==> src/rtl/pipe_pkg.sv <==
// Shared types and constants for the elastic inter-stage pipeline registers.
package pipe_pkg;

    localparam int DEF_CTRL_W = 8;
    localparam int DEF_DATA_W = 128;
    localparam int DEF_CNT_W  = 16;

    localparam logic [DEF_CTRL_W-1:0] NOP_CTRL = '0;

    typedef enum logic [1:0] {
        IF_ID,
        ID_EX,
        EX_MEM,
        MEM_WB
    } stage_id_t;

    typedef struct packed {
        logic                  v;
        logic [DEF_CTRL_W-1:0] ctrl;
        logic [DEF_DATA_W-1:0] data;
    } stage_entry_t;

    function automatic logic [1:0] occ_count(input logic main_v, input logic skid_v);
        return {1'b0, main_v} + {1'b0, skid_v};
    endfunction

endpackage

==> src/rtl/pipe_entry_reg.sv <==
// One pipeline entry: valid bit plus control/data fields, with clear, load and invalidate.
module pipe_entry_reg
    import pipe_pkg::*;
#(
    parameter int                CTRL_W   = DEF_CTRL_W,
    parameter int                DATA_W   = DEF_DATA_W,
    parameter logic [CTRL_W-1:0] CTRL_RST = '0
) (
    input  logic              CLK,
    input  logic              RST,
    input  logic              clear,
    input  logic              load,
    input  logic              invalidate,
    input  logic [CTRL_W-1:0] load_ctrl,
    input  logic [DATA_W-1:0] load_data,
    output logic              v,
    output logic [CTRL_W-1:0] ctrl,
    output logic [DATA_W-1:0] data
);

    // Invalidate only drops the valid bit, so the data field is held for the downstream stage.
    always_ff @(posedge CLK) begin
        if (RST || clear) begin
            v    <= 1'b0;
            ctrl <= CTRL_RST;
            data <= '0;
        end else if (load) begin
            v    <= 1'b1;
            ctrl <= load_ctrl;
            data <= load_data;
        end else if (invalidate) begin
            v    <= 1'b0;
        end
    end

endmodule

==> src/rtl/pipe_stage_elastic.sv <==
// Elastic inter-stage pipeline register with valid/ready handshake, hold/flush control,
// optional skid entry and a saturating stall counter.
module pipe_stage_elastic
    import pipe_pkg::*;
#(
    parameter int                CTRL_W   = DEF_CTRL_W,
    parameter int                DATA_W   = DEF_DATA_W,
    parameter logic [CTRL_W-1:0] CTRL_RST = '0,
    parameter int                SKID     = 1,
    parameter int                CNT_W    = DEF_CNT_W
) (
    input  logic              CLK,
    input  logic              RST,
    input  logic              in_valid,
    output logic              in_ready,
    input  logic              in_drop,
    input  logic [CTRL_W-1:0] in_ctrl,
    input  logic [DATA_W-1:0] in_data,
    output logic              out_valid,
    input  logic              out_ready,
    output logic [CTRL_W-1:0] out_ctrl,
    output logic [DATA_W-1:0] out_data,
    input  logic              hold,
    input  logic              flush,
    output logic [1:0]        occupancy,
    output logic [CNT_W-1:0]  stall_cnt
);

    logic              main_v;
    logic [CTRL_W-1:0] main_ctrl;
    logic [DATA_W-1:0] main_data;
    logic              skid_v;
    logic [CTRL_W-1:0] skid_ctrl;
    logic [DATA_W-1:0] skid_data;

    logic accept, rel, store;
    logic main_load, main_inv, main_from_skid;
    logic skid_load, skid_inv;
    logic [CTRL_W-1:0] main_next_ctrl;
    logic [DATA_W-1:0] main_next_data;

    assign out_valid = main_v & ~hold;
    assign in_ready  = ~hold & ~RST & ((SKID != 0) ? ~skid_v : (~main_v | out_ready));
    assign accept    = in_valid & in_ready;
    assign rel       = out_valid & out_ready;
    assign store     = accept & ~in_drop;

    // Invalid entries present the nop control so no stale write enable leaks downstream.
    assign out_ctrl  = out_valid ? main_ctrl : CTRL_RST;
    assign out_data  = main_data;
    assign occupancy = occ_count(main_v, skid_v);

    always_comb begin
        main_load      = 1'b0;
        main_inv       = 1'b0;
        main_from_skid = 1'b0;
        skid_load      = 1'b0;
        skid_inv       = 1'b0;
        if (SKID != 0) begin
            if (rel && skid_v) begin
                main_load      = 1'b1;
                main_from_skid = 1'b1;
                skid_load      = store;
                skid_inv       = ~store;
            end else if (rel) begin
                main_load = store;
                main_inv  = ~store;
            end else if (main_v) begin
                skid_load = store;
            end else begin
                main_load = store;
            end
        end else begin
            main_load = store & (~main_v | rel);
            main_inv  = rel & ~store;
        end
    end

    assign main_next_ctrl = main_from_skid ? skid_ctrl : in_ctrl;
    assign main_next_data = main_from_skid ? skid_data : in_data;

    pipe_entry_reg #(
        .CTRL_W   (CTRL_W),
        .DATA_W   (DATA_W),
        .CTRL_RST (CTRL_RST)
    ) u_main (
        .CLK        (CLK),
        .RST        (RST),
        .clear      (flush),
        .load       (main_load),
        .invalidate (main_inv),
        .load_ctrl  (main_next_ctrl),
        .load_data  (main_next_data),
        .v          (main_v),
        .ctrl       (main_ctrl),
        .data       (main_data)
    );

    generate
        if (SKID != 0) begin : g_skid
            pipe_entry_reg #(
                .CTRL_W   (CTRL_W),
                .DATA_W   (DATA_W),
                .CTRL_RST (CTRL_RST)
            ) u_skid (
                .CLK        (CLK),
                .RST        (RST),
                .clear      (flush),
                .load       (skid_load),
                .invalidate (skid_inv),
                .load_ctrl  (in_ctrl),
                .load_data  (in_data),
                .v          (skid_v),
                .ctrl       (skid_ctrl),
                .data       (skid_data)
            );
        end else begin : g_noskid
            assign skid_v    = 1'b0;
            assign skid_ctrl = CTRL_RST;
            assign skid_data = '0;
        end
    endgenerate

    // Stall history survives flush; only reset clears it.
    always_ff @(posedge CLK) begin
        if (RST) begin
            stall_cnt <= '0;
        end else if (main_v && (hold || !out_ready) && !(&stall_cnt)) begin
            stall_cnt <= stall_cnt + 1'b1;
        end
    end

endmodule

==> config.mk <==
export PLATFORM = sky130hd
export DESIGN_NAME = pipe_stage_elastic
export DESIGN_NICKNAME = d
export VERILOG_FILES = /design/src/rtl/pipe_pkg.sv /design/src/rtl/pipe_entry_reg.sv /design/src/rtl/pipe_stage_elastic.sv
export SDC_FILE = /design/constraint.sdc
export NUM_CORES = 1
export LEC_CHECK = 0
export ABC_CLOCK_PERIOD_IN_PS = 2300
export BUFFER_PORTS_ARGS = -buffer_cell sky130_fd_sc_hd__buf_2
export CAP_MARGIN = 20
export CORE_ASPECT_RATIO = 0.5
export CORE_UTILIZATION = 53
export CTS_CLUSTER_SIZE = 20
export DETAILED_ROUTE_END_ITERATION = 16
export PLACE_DENSITY = 0.82
export RECOVER_POWER = 50
export SYNTH_ARGS = -nofsm -noshare
export SYNTH_HDL_FRONTEND = slang
export SYNTH_SLANG_ARGS = --single-unit
==> constraint.sdc <==
create_clock -name CLK -period 2.3 [get_ports CLK]
set_clock_uncertainty 0.2 [all_clocks]
set_input_delay 0.23 -clock CLK [delete_from_list [all_inputs] [get_ports CLK]]
set_output_delay 0.23 -clock CLK [all_outputs]
set_load 0.005 [all_outputs]
Yosys cells after proc, flatten, opt, wreduce, memory -nomap -nowiden
Cells that the tools add are included.
{"block": "totals", "elab_cells": 47, "ff_bits": 290}
{"block": "classes", "n_reduce_logical": 10, "bitwise_logic": 11, "mux": 17, "n_addsub": 2}
{"cell": "$mux 128", "count": 1}
{"cell": "$add 16x1->16 const B", "count": 1}
{"cell": "$mux 8", "count": 2}
{"cell": "$reduce_and 16->1", "count": 1}
{"cell": "$mux 1", "count": 14}
{"cell": "$and 1x1->1", "count": 6}
{"cell": "$not 1->1", "count": 5}
{"cell": "$reduce_bool 2->1", "count": 2}
{"cell": "$logic_and 1x1->1", "count": 3}
{"cell": "$add 1x1->2", "count": 1}
{"cell": "$logic_not 1->1", "count": 2}
{"cell": "$logic_or 1x1->1", "count": 2}

Longest topological paths before layout
Gate-level depths: netlist of the first run.
{"block": "logic_depth", "word_depth": 10, "depth_mapped": 7, "depth_no_buf": 5}

Cells and area by module
A second synthesis of the first run with hierarchy kept.
{"block": "hier_totals", "hier_cells": 1440, "hier_area_um2": 12739.7}
{"module": "pipe_entry_reg", "n_inst": 2, "seq_area_each_um2": 2742.6, "area_each_um2": 5014.8, "cells_per_inst": 443}
{"module": "pipe_stage_elastic", "n_inst": 1, "seq_area_each_um2": 320.3, "area_each_um2": 2710.1, "cells_per_inst": 554}

Least setup slack after synthesis of the first run
Ideal clock, no wire load.
{"block": "synth_timing", "path_kind": "flip-flop to flip-flop", "startpoint": "register stall_cnt[0]", "endpoint": "register stall_cnt[13]", "required_time_ps": 1977, "path_slack_ps": 393, "stages_incl_launch_ff": 7, "t_arrival_ps": 1584, "n_path_buf": 1, "setup_time_ps": 123, "path_cell_list": "dfxtp_1 > ha_1 > nand3_1 > nor4_1 > buf_2 > nor4_1 > mux2_1"}
{"block": "synth_between", "elab_chain_len": 3, "elab_cells_between_ends": 4, "classes_between": "add/sub: 1; reduce/logical: 3"}
{"item": "from (decl)", "line": "pipe_stage_elastic.sv:26", "text": "output logic [CNT_W-1:0] stall_cnt"}
{"item": "from (signal assigned)", "line": "pipe_stage_elastic.sv:129", "text": "stall_cnt <= stall_cnt + 1'b1;"}
{"item": "branches (longest 3 deep; another with $add 16x1->16)"}
Several ways; the timed one is not identified.
A chain may end at the register's enable or synchronous reset.

Worst setup path in the final report of the first run
{"block": "layout_timing", "startpoint": "register g_skid.u_skid.v", "endpoint": "register g_skid.u_skid.data[1]"}
{"block": "layout_between", "elab_chain_len": 7, "elab_cells_between_ends": 8, "classes_between": "mux: 3; bitwise: 4; reduce/logical: 1"}
{"item": "from (decl)", "line": "pipe_entry_reg.sv:16", "text": "output logic v,"}
{"item": "from (signal assigned)", "line": "pipe_entry_reg.sv:24", "text": "v <= 1'b0;"}
{"item": "from (signal assigned)", "line": "pipe_entry_reg.sv:28", "text": "v <= 1'b1;"}
{"item": "from (signal assigned)", "line": "pipe_entry_reg.sv:32", "text": "v <= 1'b0;"}
{"item": "$not 1->1", "line": "pipe_stage_elastic.sv:43", "text": "assign in_ready = ~hold & ~RST & ((SKID != 0) ? ~skid_v : (~main_v | out_ready));"}
{"item": "$and 1x1->1", "line": "pipe_stage_elastic.sv:43"}
{"item": "$and 1x1->1", "line": "pipe_stage_elastic.sv:44", "text": "assign accept = in_valid & in_ready;"}
{"item": "$and 1x1->1", "line": "pipe_stage_elastic.sv:46", "text": "assign store = accept & ~in_drop;"}
{"item": "$mux 1", "line": "pipe_stage_elastic.sv:68", "text": "end else if (main_v) begin"}
{"item": "$mux 1", "line": "pipe_stage_elastic.sv:65", "text": "end else if (rel) begin"}
{"item": "$mux 1 *", "line": "pipe_stage_elastic.sv:60", "text": "if (rel && skid_v) begin"}
{"item": "to (signal assigned)", "line": "pipe_entry_reg.sv:30", "text": "data <= load_data;"}
{"item": "to (decl)", "line": "pipe_entry_reg.sv:18", "text": "output logic [DATA_W-1:0] data"}
Every way passes the cells marked *; elsewhere a longest branch is shown, timed or not.

==> results.ini, run 1 <==
[status]
status = complete, no violations

[global_routing]
overflow = 0
global_route.usage.met1_pct = 35.5
grt_max_degree = 95
met3_usage_pct = 4.32
use_met2_pct = 51.7
antenna_found_initial = 0
grt_pass1_vias = 11500
grt_pass1_wl_um = 56400
grt-busiest-layer = met2
track_usage_pct = 29.1

[final_layout]
area_growth_pct = 31.3
instances_no_fill = 2166
fin_util_pct = 72.1
fin_area_sq_um = 15800
nets = 1993
drive_above_1_share_pct = 17.2
final.fill_count = 1686

[logic_synthesis]
synthArstFlopShare_pct = 0
ys_warn_count = 0
synth_top_area_cell = dfxtp_1
ys_seq_elements = 290
synth_area_sq_um = 12100
synth_top_area_share_pct = 48.1
synth_area_per_cell_sq_um = 8.10
synth_area_leaders = dfxtp_1 48%, nand2_1 17%, a311oi_1 7.0%, a21oi_1 6.1%, nor3_1 5.7%
synth_nets = 1634
synth-edff-count = 0
seq_area_frac_synth_pct = 48.1
synthFlopType = dfxtp_1
syn_inst = 1489
ys_types = 40

[critical_path]
worst-path-buf-inv = 3
path_max_fanout = 45
crit_slowest_cell = buf_4
crit_arrival_ns = 2.41
crit_required_ns = 2.55
crit_path_cell_trace = buf_4, o2111ai_1, buf_12, buf_4, nand2_1, a21oi_1
crit_family = buffers and inverters
crit_top_cell = buf_4
critPathCaptureType = flop
worst-setup-path-type = reg -> reg
worstSetupStartpointType = flop
max_stage_delay_ns = 0.45

[routing]
first_pass_iters = 5
drt-total-wl_um = 36100
num_vias = 12300
ant_nets = 0
drt_iter0_markers = 1133
drc = 0
vias_per_cell = 5.69
routedWlPerCell_um = 16.7

[floorplan]
core_sq_um = 22000
ios = 299
row_count = 38
die-area_sq_um = 23400
die_h_um = 109
fp.dieW_um = 215
start_util_pct = 54.9

[pwr]
leakage_nw = 5.68
power.total_mw = 10.2
p_switching_mw = 2.25
seqPwrFrac_pct = 50.0
p_clk_share_pct = 43.0
sw_frac_of_total_pct = 22.2
share_comb_of_total_power_pct = 7.1
max-vdd-ir-drop_v = 0.000401
power_density_nw_per_um2 = 641
p_int_mw = 7.90

[flow_run]
maxCapViolCount = 0

[min_path]
holdCritPathClass = in -> reg

[clock_tree]
clk_pin_slew_ns = 0.07
htree_levels = 1
cts_buffers = 25
clockRootBuffer = clkbuf_16
cts_tree = yes
clock_path_buffers = 3
worstSkewPairLatency_ns = 0.52
clock_sink_count = 290

[timing]
setup_viol = 0
tns_ns = 0
hold_violations = 0
finalCriticalPeriod_ns = 2.16
fin_crit_sh_pct = 94.0
maxSlewViolCount = 0
tightestPinTransition_ns = 0.790
rsz0062_at_grt = no
hold_ws_ns = 0.00133
max_slew_margin_pct = 47.4
fin_ws_ns = 0.139
clock.fmax_mhz = 463

[placed_design]
hpwl_um = 20000
pre_cts_slack_ns = 0.210
placed_cell_area_sq_um = 13800
gp_congestion = 0.811
io_buffers = 298
dp.cells = 1983

[Yosys cell counts (8+ instances only)]
master,number
nor3_1,138
o31ai_1,9
a21oi_1,147
nand2_1,552
buf_4,15
a311oi_1,96
buf_2,58
clkbuf_1,54
and2_1,9
or4_1,8
buf_6,9
dfxtp_1,290
a311oi_2,40
[flip-flops by register name, indices dropped and copies added (netlist names)]
| register | count |
|---|---|
| g_skid.u_skid.ctrl | 8 |
| g_skid.u_skid.v | 1 |
| u_main.v | 1 |
| stall_cnt | 16 |
| u_main.data | 128 |
| u_main.ctrl | 8 |
| g_skid.u_skid.data | 128 |
[worst register-to-register path, stage by stage, from the launching register on]
cell and delay, ns:
dfxtp_1 0.33, buf_4 0.17, o2111ai_1 0.35, buf_12 0.26, buf_4 0.45, nand2_1 0.15
a21oi_1 0.17
[final cells by class]
cell class / count / area [sq um] / share of cell area (%)
Clock inverter: 11 / 133 / 0.838
Antenna cell: 1 / 2.50 / 0.0158
Timing Repair Buffer: 473 / 3240 / 20.4
Inverter: 5 / 18.8 / 0.119
Multi-Input combinational cell: 1053 / 5550 / 35.1
Tap cell: 300 / 375 / 2.37
Clock buffer: 33 / 706 / 4.46
Sequential cell: 290 / 5810 / 36.7
[metal layers]
metal	vias up	wire, um
met3	125	1870
met5	-	0
met1	5814	14800
li1	5900	-
met2	487	17700
met4	0	1720
[final timing paths]
| kind | from | to | slack (ns) | depth (start not counted) |
|---|---|---|---|---|
| max | g_skid.u_skid.v$_SDFFE_PP0P_ | g_skid.u_skid.data[1]$_SDFFE_PP0P_ | 0.14 | 6 |
| min | hold | u_main.v$_SDFFE_PP0P_ | 0.001 | 4 |
| max reg2reg | g_skid.u_skid.v$_SDFFE_PP0P_ | g_skid.u_skid.data[1]$_SDFFE_PP0P_ | 0.14 | 6 |
| min reg2reg | g_skid.u_skid.data[24]$_SDFFE_PP0P_ | g_skid.u_skid.data[24]$_SDFFE_PP0P_ | 0.25 | 2 |
[kinds of logic (layout without fill, tap and decap cells)]
group	after synthesis	count (layout)	share of synthesized area, %
DFF	290	290	48.1
and+or+nand+nor	744	744	25.8
muxes	2	2	0.187
other	0	1	0
adders and majority gates	2	2	0.207
AOI/OAI and AO/OA	305	305	19.5
buffers and inverters	146	522	6.17
[layout by cell type (no fill, tap or decap), drive strengths merged, types with 5 or more instances in the layout]
master	Yosys	layout
nor2	5	5
or4	8	8
and2	9	9
a21oi	147	147
dlygate4sd3	0	138
clkinv	0	7
clkbuf	54	141
inv	5	5
nand2	552	552
nand4	7	7
o31ai	9	9
nor3	139	139
a311oi	136	136
nand3	6	6
dfxtp	290	290
buf	87	227
[power groups by stage]
stage / sequential (mW) / combinational [mW] / clock, mW
global route: 5.07 / 0.770 / 4.64
floorplan: 5.19 / 0.263 / 0
CTS: 5.07 / 0.705 / 4.42
global placement: 5.19 / 0.512 / 0
detailed placement: 5.19 / 0.516 / 0
finish: 5.07 / 0.717 / 4.36
[timing repair]
action                                 4_1_cts  5_1_grt
hold buffers                               138        0
resized for setup                            0        1
endpoints found under the hold margin      288        0
setup buffers                                0        0
setup endpoints to repair                    0        8
No activity file was read; power rests on OpenSTA's default activity.
==> run 2, diff against run 1 <==
ABC_AREA = 1   (was unset)
CORE_UTILIZATION = 54   (was 53)
PLACE_DENSITY = 0.83   (was 0.82)
==> run 2 against run 1 <==
Sequential power barely moved; clock power up 6.7%; wire length rose by 5.9%; combinational power is 8.5% higher; count of clock-buffer cells in the layout grew 3; final cell count is 21% higher; cell area is 7.1% higher; critical path type unchanged; largest cell class is now multi-input combinational cells; highest routed layer unchanged.
==> results.ini, run 2 <==
[final_layout]
fin_area_sq_um = 17000  ; +7.1%
layout_common_cells = 579 x nor2_1, 324 x nand2_1, 290 x dfxtp_1
n_antenna_cell = 0  ; -1
nets = 2451  ; +23%
layout_commonest_cell = nor2_1
area_growth_pct = 29.8
drive_above_1_share_pct = 13.6  ; -3.5 points
final.fill_count = 1762  ; +4.5%
reg_top3 = g_skid.u_skid.data: 128 flops, u_main.data: 128 flops, stall_cnt: 16 flops

[routing]
first_pass_iters = 6  ; +1
num_vias = 13700  ; +11%
drc = 0  ; unchanged
drt-total-wl_um = 38300  ; +5.9%
vias_per_cell = 5.19  ; -8.7%
drt_iter0_markers = 1201  ; +6.0%
routedWlPerCell_um = 14.5  ; -13%
ant_nets = 0  ; unchanged

[clock_tree]
cts_setup_buffers = 0  ; unchanged
clockRootBuffer = clkbuf_16
worstSkewPairLatency_ns = 0.53  ; about the same
clock_sink_count = 290  ; unchanged
clock_path_buffers = 3  ; unchanged
cts_hold_buf = 139  ; +0.72%
cts_buffers = 26  ; +4.0%
cts_resized = 0  ; unchanged
cts_tree = yes
htree_levels = 1  ; unchanged
clk_pin_slew_ns = 0.07  ; about the same

[critical_path]
worst-setup-path-type = reg -> reg
crit_arrival_ns = 2.42  ; about the same
path_max_fanout = 25  ; -44%
critPathCaptureType = flop
crit_required_ns = 2.56  ; about the same
worstSetupStartpointType = flop

[floorplan]
die-area_sq_um = 24900  ; +6.3%
fp.dieW_um = 222  ; +3.1%
core_sq_um = 23300  ; +6.0%
die_h_um = 112  ; +3.1%
ios = 299  ; unchanged
row_count = 39  ; +2.6%
start_util_pct = 56.1  ; +1.2 points

[logic_synthesis]
synth_area_sq_um = 13100  ; +8.4%
synth_area_leaders = dfxtp_1 44%, nor2_1 17%, o21ai_0 10%, nand2_1 9.3%, nand3b_1 7.4%
synth_area_per_cell_sq_um = 6.72  ; -17%
ys_types = 26  ; -35%
ys_warn_count = 0  ; unchanged
synth-edff-count = 0  ; unchanged
synthTopCellsByCount = 580 x nor2_1, 324 x nand2_1, 290 x dfxtp_1
synth_nets = 2090  ; +28%
synth_top_area_share_pct = 44.4  ; -3.7 points
synthArstFlopShare_pct = 0  ; unchanged
seq_area_frac_synth_pct = 44.4  ; -3.7 points
synth_top_area_cell = dfxtp_1
ys_seq_elements = 290  ; unchanged
syn_inst = 1945  ; +31%
synthFlopType = dfxtp_1
yosysMostFrequentCell = nor2_1

[pwr]
power_density_nw_per_um2 = 619  ; -3.5%
max-vdd-ir-drop_v = 0.000541  ; +35%
leakage_nw = 8.23  ; +45%

[global_routing]
grt-busiest-layer = met2
grt_pass1_wl_um = 62700  ; +11%
global_route.usage.met1_pct = 37.3  ; +1.8 points
met3_usage_pct = 5.01  ; +0.69 points
overflow = 0  ; unchanged
antenna_found_initial = 0  ; unchanged
track_usage_pct = 30.1  ; +1.0 points
grt_max_degree = 190  ; +100%
grt_pass1_vias = 12900  ; +12%
use_met2_pct = 51.9  ; +0.22 points

[timing]
tns_ns = 0  ; unchanged
clock.fmax_mhz = 464  ; +0.21%
max_slew_margin_pct = 53.9  ; +6.5 points
hold_violations = 0  ; unchanged
finalCriticalPeriod_ns = 2.16  ; -0.00449 ns
maxSlewViolCount = 0  ; unchanged
fin_crit_sh_pct = 93.8  ; -0.20 points
rsz0062_at_grt = no
tightestPinTransition_ns = 0.692  ; -0.0980 ns
setup_viol = 0  ; unchanged

[placed_design]
gp_congestion = 0.838  ; +3.3%
placed_cell_area_sq_um = 14800  ; +7.4%
hpwl_um = 21700  ; +8.6%
io_buffers = 298  ; unchanged

[min_path]
holdCritPathClass = in -> reg

[flow_run]
maxCapViolCount = 0  ; unchanged

[status]
status = complete, no violations

[run 2: through the flow]
stage / utilization (%) / instances / total power [mW] / hold WS (ns) / setup WS [ns]
finish: 72.9 / 2631 / 10.5 / 0.0291 / 0.143
global route: 72.9 / 2631 / 10.8 / 0.0569 / 0.0279
CTS: 73.5 / 2631 / 10.5 / 0.00755 / 0.128
detailed placement: 63.6 / 2446 / 5.76 / 0.275 / 0.213
global placement: 63.6 / 2446 / 5.75 / 0.267 / 0.256
floorplan: - / 1945 / 5.48 / 0.165 / 0.520
[run 2: final timing paths]
check,from,to,slack [ns],cells after the start
setup / recovery,g_skid.u_skid.v$_SDFFE_PP0P_,u_main.data[13]$_SDFFE_PP0P_,0.14,6
setup reg to reg,g_skid.u_skid.v$_SDFFE_PP0P_,u_main.data[13]$_SDFFE_PP0P_,0.14,6
hold / removal,hold,u_main.v$_SDFFE_PP0P_,0.03,5
hold reg to reg,g_skid.u_skid.data[82]$_SDFFE_PP0P_,g_skid.u_skid.data[82]$_SDFFE_PP0P_,0.31,2
[run 2: area by class of cell]
class | count | area (sq um) | area share (%)
clock inverters | 10 | 133 | 0.782
well taps | 307 | 384 | 2.26
clock buffers | 36 | 769 | 4.54
flip-flops and latches | 290 | 5810 | 34.2
repair buffers | 468 | 3170 | 18.7
inverters | 163 | 614 | 3.62
multi-input cells | 1357 | 6080 | 35.9
[run 2: report_power, final]
group          internal [mW]  total (mW)  leakage [nW]  switching (mW)
combinational          0.391       0.778          5.44           0.386
sequential              5.05        5.07          2.34          0.0182
clock                   2.68        4.65         0.450            1.97
[run 2: logic make-up after synthesis]
| logic type | Yosys count | synth area share (%) |
|---|---|---|
| DFF | 290 | 44.4 |
| and+or+nand+nor | 1059 | 34.5 |
| buffers and inverters | 298 | 9.13 |
| AOI/OAI and AO/OA | 290 | 11.3 |
| adders and majority gates | 2 | 0.191 |
| xor gates and xnor gates | 6 | 0.402 |
[run 2: routing by layer]
layer  wire length [um]  share of wire [%]
met5                  0                  0
met4               1590                4.2
met3               2240                5.9
met2              18200                 48
met1              16200                 42
[run 2: worst max-delay path: stages, from the launching register on]
cell and delay (ns):
dfxtp_1 0.43, nor3_1 0.10, nand2_1 0.18, o21a_2 0.57, clkbuf_2 0.39, nor2_1 0.08, nor2_1 0.12
==> run 3, diff against run 2 <==
ABC_CLOCK_PERIOD_IN_PS = 2110   (was 2300)
clock period = 2.11 ns   (was 2.3 ns; I/O delays follow)
==> run 3 against run 2 <==
Cell area up 0.35%; first-iteration DRC count decreased by 3.0%; non-clock buffer count is 6 higher; critical endpoint is now out_ctrl[6]; die area stayed put; wire length up 0.46%; via count grew 0.27%; worst setup slack lost 0.085 ns; register-to-register slack gained 0.03 ns; combinational power is 12% higher; largest cell class unchanged; worst hold slack improved by 0.055 ns; global-route usage up 0.53 points; largest power group unchanged; utilization rose by 0.25 points.
==> results.ini, run 3 (synthesized netlist as in run 2, its figures left out) <==
[final_layout]
layout_common_cells = 576 x nor2_1, 323 x nand2_1, 289 x dfxtp_1
fin_util_pct = 73.1  ; +0.25 points
area_growth_pct = 30.2
instances_no_fill = 2632  ; +0.038%
final.fill_count = 1783  ; +1.2%
layout_commonest_cell = nor2_1
reg_top3 = g_skid.u_skid.data: 128 flops, u_main.data: 128 flops, stall_cnt: 16 flops
fin_area_sq_um = 17000  ; +0.35%
n_antenna_cell = 0  ; unchanged
nets = 2456  ; +0.20%
drive_above_1_share_pct = 13.4  ; -0.22 points

[flow_run]
maxCapViolCount = 0  ; unchanged

[routing]
routedWlPerCell_um = 14.6  ; +0.42%
drt_iter0_markers = 1165  ; -3.0%
drc = 0  ; unchanged
ant_nets = 0  ; unchanged
first_pass_iters = 5  ; -1
num_vias = 13700  ; +0.27%
vias_per_cell = 5.21  ; +0.23%
drt-total-wl_um = 38400  ; +0.46%

[clock_tree]
cts_buffers = 25  ; -3.8%
clockRootBuffer = clkbuf_16
worstSkewPairLatency_ns = 0.53  ; about the same
cts_tree = yes
clock_sink_count = 290  ; unchanged
clock_path_buffers = 3  ; unchanged
htree_levels = 1  ; unchanged
clk_pin_slew_ns = 0.07  ; about the same

[critical_path]
path_max_fanout = 8  ; -68%
worst-setup-path-type = in -> out
critPathCaptureType = output pin
crit_arrival_ns = 1.64  ; -0.78 ns
crit_required_ns = 1.70  ; -0.86 ns
worstSetupStartpointType = primary input

[timing]
maxSlewViolCount = 0  ; unchanged
hold_ws_ns = 0.0841  ; +0.0550 ns
rsz0062_at_grt = yes
setup_viol = 0  ; unchanged
clock.fmax_mhz = 487
fin_crit_sh_pct = 97.2
fin_ws_ns = 0.0586  ; -0.0848 ns
finalCriticalPeriod_ns = 2.05
hold_violations = 0  ; unchanged
tightestPinTransition_ns = 0.556  ; -0.136 ns
tns_ns = 0  ; unchanged
max_slew_margin_pct = 62.9  ; +9.1 points

[floorplan]
core_sq_um = 23300  ; unchanged
row_count = 39  ; unchanged
ios = 299  ; unchanged
die_h_um = 112  ; unchanged
fp.dieW_um = 222  ; unchanged
die-area_sq_um = 24900  ; unchanged
start_util_pct = 56.1  ; unchanged

[pwr]
sw_frac_of_total_pct = 22.6  ; -0.028 points
max-vdd-ir-drop_v = 0.000504  ; -6.8%
share_comb_of_total_power_pct = 8.0  ; +0.6 points
p_switching_mw = 2.47  ; +3.9%
power_density_nw_per_um2 = 641  ; +3.6%
power.total_mw = 10.9  ; +4.0%
p_int_mw = 8.45  ; +4.0%
p_clk_share_pct = 41.4  ; -2.9 points
leakage_nw = 8.21  ; -0.25%
seqPwrFrac_pct = 50.6  ; +2.3 points

[placed_design]
io_buffers = 298  ; unchanged
gp_congestion = 0.827  ; -1.3%
placed_cell_area_sq_um = 14900  ; +0.42%
pre_cts_slack_ns = 0.0728  ; -0.140 ns
hpwl_um = 21400  ; -1.7%
dp.cells = 2446  ; unchanged

[global_routing]
grt_max_degree = 145  ; -24%
antenna_found_initial = 0  ; unchanged
grt_pass1_wl_um = 63200  ; +0.76%
grt_pass1_vias = 12900  ; +0.19%
overflow = 0  ; unchanged
track_usage_pct = 30.7  ; +0.53 points

[min_path]
holdCritPathClass = in -> reg

[status]
status = complete, no violations

[run 3: changes by cell type in the layout (fill, tap and decap cells not counted), moves of 3 or more]
cell      change
buf_12        +9
buf_2         -7
clkbuf_1     +12
clkbuf_2      -3
clkinv_2      -3
nor2_1        -3
[run 3: layout make-up]
class	count	area [sq um]	area share, %
multi-input combinational	1357	6120	35.9
sequential	290	5810	34.1
timing repair buffer	474	3320	19.5
clock buffer	38	734	4.32
inverter	163	618	3.63
tap	307	384	2.26
clock inverter	3	40.0	0.235
[run 3: final timing paths]
check / depth (start not counted) / end / slack, ns / startpoint
setup / recovery: 7 / out_ctrl[6] / 0.06 / hold
hold reg to reg: 2 / g_skid.u_skid.data[88]$_SDFFE_PP0P_ / 0.31 / g_skid.u_skid.data[88]$_SDFFE_PP0P_
setup reg to reg: 8 / u_main.data[27]$_SDFFE_PP0P_ / 0.17 / g_skid.u_skid.v$_SDFFE_PP0P_
hold / removal: 7 / g_skid.u_skid.ctrl[7]$_SDFFE_PP0P_ / 0.08 / in_drop
[run 3: per-layer routing]
metal  GRT usage (%)  wire, um  part of all wire [%]  vias to the layer above
met4            15.4      1830                   4.8                        0
met1            37.7     16200                    42                     6255
met2            52.1     18200                    47                      530
li1                -         -                     -                     6766
met3            5.46      2160                   5.6                      152
met5               0         0                     0                        -
[run 3: power by group through the flow]
stage	Combinational (mW)	Sequential, mW	Clock [mW]
3_3_place_gp	0.626	5.65	0
3_5_place_dp	0.628	5.65	0
2_1_floorplan	0.316	5.65	0
4_1_cts	0.839	5.53	4.57
5_1_grt	0.949	5.53	4.83
6_report	0.869	5.53	4.52
[run 3: worst max-delay path, stage by stage]
cell,delay [ns]
dlygate4sd3_1,0.55
buf_2,0.16
nor2_4,0.15
buf_6,0.13
clkinvlp_4,0.16
nor2_2,0.14
buf_2,0.13
[run 3: what timing repair did]
| action | in CTS | in global routing |
|---|---|---|
| buffers inserted | 0 | 5 |
| resized for setup | 0 | 9 |
| hold buffers | 140 | 0 |
| setup endpoints to repair | 0 | 88 |
| hold endpoints to repair | 283 | 0 |
